===== src/rtl/serial_twos_comp.sv =====
// Bit-serial two's-complement negate / pass-through over parallel lanes.
// LSB-first words share one framing; one-cycle registered result.
module serial_twos_comp #(
  parameter int WIDTH    = 8,
  parameter int CHANNELS = 4
) (
  input  logic                t_clk,
  input  logic                r_n,
  input  logic                in_valid,
  input  logic                sow,
  input  logic                mode,
  input  logic [CHANNELS-1:0] din,
  output logic [CHANNELS-1:0] dout,
  output logic                out_valid,
  output logic                eow,
  output logic [CHANNELS-1:0] ovf,
  output logic                err
);

  localparam int CW = (WIDTH > 2) ? $clog2(WIDTH) : 1;

  typedef enum logic {
    IDLE,
    ACTIVE
  } state_t;

  state_t              state;
  logic [CW-1:0]       cnt;
  logic [CHANNELS-1:0] seen;
  logic                mode_q;

  logic                start;
  logic                step;
  logic                last;
  logic [CHANNELS-1:0] flip;

  assign start = in_valid & sow;
  assign step  = in_valid & ~sow & (state == ACTIVE);
  assign last  = (cnt == CW'(WIDTH - 1));
  assign flip  = mode_q ? seen : '0;

  always_ff @(posedge t_clk or negedge r_n) begin
    if (!r_n) begin
      state     <= IDLE;
      cnt       <= '0;
      seen      <= '0;
      mode_q    <= 1'b0;
      dout      <= '0;
      out_valid <= 1'b0;
      eow       <= 1'b0;
      ovf       <= '0;
      err       <= 1'b0;
    end else begin
      dout      <= '0;
      out_valid <= 1'b0;
      eow       <= 1'b0;
      ovf       <= '0;
      err       <= 1'b0;
      unique case (1'b1)
        start: begin
          // a sow inside a word abandons it and restarts here
          err       <= (state == ACTIVE);
          out_valid <= 1'b1;
          dout      <= din;
          seen      <= din;
          mode_q    <= mode;
          cnt       <= CW'(1);
          state     <= ACTIVE;
        end
        step: begin
          out_valid <= 1'b1;
          dout      <= din ^ flip;
          seen      <= seen | din;
          if (last) begin
            eow   <= 1'b1;
            ovf   <= mode_q ? (din & ~seen) : '0;
            cnt   <= '0;
            state <= IDLE;
          end else begin
            cnt <= cnt + CW'(1);
          end
        end
        default: ;
      endcase
    end
  end

endmodule

===== config.mk =====
export PLATFORM = sky130hd
export DESIGN_NAME = serial_twos_comp
export DESIGN_NICKNAME = d
export VERILOG_FILES = /design/src/rtl/serial_twos_comp.sv
export SDC_FILE = /design/constraint.sdc
export NUM_CORES = 1
export LEC_CHECK = 0
export ABC_AREA = 0
export BUFFER_PORTS_ARGS = -buffer_cell sky130_fd_sc_hd__buf_2
export CORE_MARGIN = 5
export CORE_UTILIZATION = 35
export DETAILED_ROUTE_END_ITERATION = 12
export PLACE_DENSITY = 0.55
export REMOVE_ABC_BUFFERS = 1
export SLEW_MARGIN = 20
export SYNTH_ARGS = -nofsm -noshare
export SYNTH_HDL_FRONTEND = slang
export SYNTH_SLANG_ARGS = --single-unit
export TNS_END_PERCENT = 1

===== constraint.sdc =====
create_clock -name t_clk -period 1.4 [get_ports t_clk]
set_input_delay 0.35 -clock t_clk [delete_from_list [all_inputs] [get_ports t_clk]]
set_output_delay 0.35 -clock t_clk [all_outputs]
set_load 0.01 [all_outputs]

==> impl_metrics.tcl <==
set metrics [dict create \
    grt_overflow 0 \
    fin_crit_sh_pct 99.7 \
    placed_area_sq_um 1050 \
    final_area_sq_um 1160 \
    power.share.clock_pct 26.2 \
    yosysUniqueCellTypes 23 \
    h-tree-depth 1 \
    power.leakage_nw 0.564 \
    holdPathStages 2 \
    seq_area_frac_synth_pct 58.8 \
    final_cells 137 \
    worstSetupStartpoint "cnt[0]" \
    path_class "flip-flop to flip-flop" \
    ys_warn_count 0 \
    netlist_instances 75 \
    grt_max_degree 21 \
    placed_cells 130 \
    yosys_register_bits 20 \
    clk_pin_slew_ns 0.11 \
    io_buffers 19 \
    fin_nets 122 \
    setup_violations 0 \
    cp.arrival_ns 1.63 \
    grt_pass1_vias 717 \
    finalMaxSlewViolations 0 \
    clock_path_buffers 2 \
    outcome "completed" \
    hpwl_um 1360 \
    gr-usage-met2_pct 20.4 \
    fillers 227 \
    skew_ns 0.00303 \
    relSlewSlack_pct 70.6 \
    critPathLaunchType "flip-flop" \
    yosys-top-cells-area "dfrtp_1 (59%), nand2_1 (5.3%), ha_1 (4.4%)" \
    r2r_start "cnt[0]" \
    grt_busiest_layer "met2" \
    gp_congestion 0.705 \
    antenna_left 0 \
    groute.usage.overall_pct 11.7 \
    cp_max_fo 2 \
    rows 17 \
    vias 711 \
    finalSetupTns_ns 0 \
    die-area_sq_um 3520 \
    holdPathEnd "mode_q" \
    hold_violations 0 \
    rsz0062_at_grt "true" \
    syn_area_per_cell_sq_um 11.3 \
    area_growth_pct 36.9 \
    holdWs_ns 0.279 \
    cts_made_buffers 3 \
    via_per_inst 5.19 \
    wl_um 1870 \
    min_path_type "primary input to flip-flop" \
    r2r_end "cnt[1]" \
    root_buffer "clkbuf_4" \
    yosysTopAreaCell "dfrtp_1" \
    power.internal_uw 914 \
    first_iter_violations 10 \
    reg2reg_slack_ns 0.004 \
    wl_per_cell_um 13.7 \
    initial_utilization_pct 37.4 \
    pwr-share-comb_pct 19.5 \
    cp-end-kind "flip-flop" \
    num_antenna_cells 0 \
    clk-insertion-delay-late_ns 0.29 \
    required_ns 1.63 \
    holdCritStartpoint "mode" \
    cts.sinks 20 \
    core_area_sq_um 2280 \
    met3_usage_pct 3.05 \
    synth_top_area_share_pct 58.8 \
    fmax_ghz 0.716 \
    grt_pass1_wl_um 3170 \
    powerDensity_nw_per_um2 1070 \
    antenna_found_initial 0 \
    pin_count 20 \
    worst_slew_pin_slew_ns 0.440 \
    drive_above_1_share_pct 40.4 \
    power.switching_uw 336 \
    irDropWorstVdd_mv 0.675 \
    finalWorstPathRequiredPeriod_ns 1.40 \
    drc 0 \
    p_sw_share_pct 26.9 \
    die_x_um 59.3 \
    gr-usage-met1_pct 14.3 \
    r2r_cells 4 \
    drv_cap 0 \
    firstDrtPassIters 4 \
    power_frac_seq_pct 54.3 \
    die_y_um 59.3 \
    cts_tree "yes" \
    syn_area_sq_um 851 \
]
## routing by layer
metal,up-vias,part of all wire (%)
li1,340,-
met1,350,42
met2,17,52
met3,4,5.0
met4,0,0.85
met5,-,0
## cells in the mapped netlist (all sizes together)
| library cell | n |
|---|---|
| dfrtp | 20 |
| nand2 | 12 |
| nor3b | 5 |
| a22o | 4 |
| a31oi | 4 |
| nand4b | 4 |
| ha | 3 |
| nand3 | 3 |
| nor2 | 3 |
| o21ai | 3 |
| a21oi | 2 |
| buf | 2 |
| inv | 2 |
| a21boi | 1 |
| and2b | 1 |
| and3 | 1 |
| mux2 | 1 |
| nand4 | 1 |
| nor2b | 1 |
| o2bb2ai | 1 |
| or4b | 1 |
## sequential cells by signal, indices dropped and copies added, names as in the netlist
register and count:
mode_q 1, ovf 4, dout 4, seen 4, err 1, state 1
eow 1, out_valid 1, cnt 3
## per-stage QoR
step           worst slack (ns)  util, %  total power [mW]
6_report                0.00404     51.2              1.25
5_1_grt                 -0.0494     51.2              1.34
4_1_cts                 -0.0233     49.1              1.25
3_5_place_dp            -0.0553     46.0             0.904
3_3_place_gp           -0.00978     46.0             0.893
2_1_floorplan           -0.0176        -             0.785
## layout make-up
| type | count | area (sq um) | area share (%) |
|---|---|---|---|
| clock buffer | 4 | 36.3 | 3.11 |
| inverter | 2 | 7.51 | 0.644 |
| multi-input combinational | 51 | 390 | 33.5 |
| sequential | 20 | 500 | 43.0 |
| tap | 28 | 35.0 | 3.01 |
| timing repair buffer | 32 | 195 | 16.8 |
## worst max-delay path, cell delays in order, from the launching register on
cell and delay (ns):
dfrtp_1 0.43, ha_4 0.19, ha_4 0.15, or4b_1 0.49
o21ai_1 0.08
## cell families (layout without fill, tap and decap cells)
kind of cell | Yosys count | after routing | synth area share, %
multiplexers | 1 | 1 | 1.32
AND/OR/NAND/NOR | 32 | 32 | 21.5
adder cells (fa/ha/maj) | 3 | 3 | 4.41
buffers and inverters | 4 | 38 | 2.06
AO/OA/AOI/OAI | 15 | 15 | 11.9
flip-flops | 20 | 20 | 58.8
## worst max-delay path by stage
stage | endpoint | slack (ns)
after global placement | cnt[1] | -0.01
after CTS | cnt[1] | -0.02
after global routing | cnt[1] | -0.05
after floorplan | cnt[1] | -0.02
final | cnt[1] | 0.004
after detailed placement | cnt[1] | -0.06
## repair_timing
action,CTS,global route
hold buffers,1,0
pin swaps,2,7
buffers inserted,2,0
hold endpoints to repair,20,0
resized for setup,3,8
endpoints found under the setup margin,5,7
## power by group through the flow
stage | Clock [mW] | Combinational, mW | Sequential [mW]
after floorplan | 0 | 0.0996 | 0.685
after global placement | 0 | 0.219 | 0.674
after detailed placement | 0 | 0.227 | 0.677
after CTS | 0.348 | 0.232 | 0.667
after global routing | 0.377 | 0.272 | 0.687
final | 0.328 | 0.244 | 0.679
## cell usage in the layout (no fill, tap or decap), drive strengths merged, types with 2 or more instances in the layout
master / netlist / final
buf: 2 / 31
nor2: 3 / 3
nor3b: 5 / 5
a21oi: 2 / 2
nand2: 12 / 12
nand3: 3 / 3
dfrtp: 20 / 20
o21ai: 3 / 3
a22o: 4 / 4
inv: 2 / 2
clkbuf: 0 / 4
a31oi: 4 / 4
nand4b: 4 / 4
ha: 3 / 3
No activity file was read; power rests on OpenSTA's default activity.
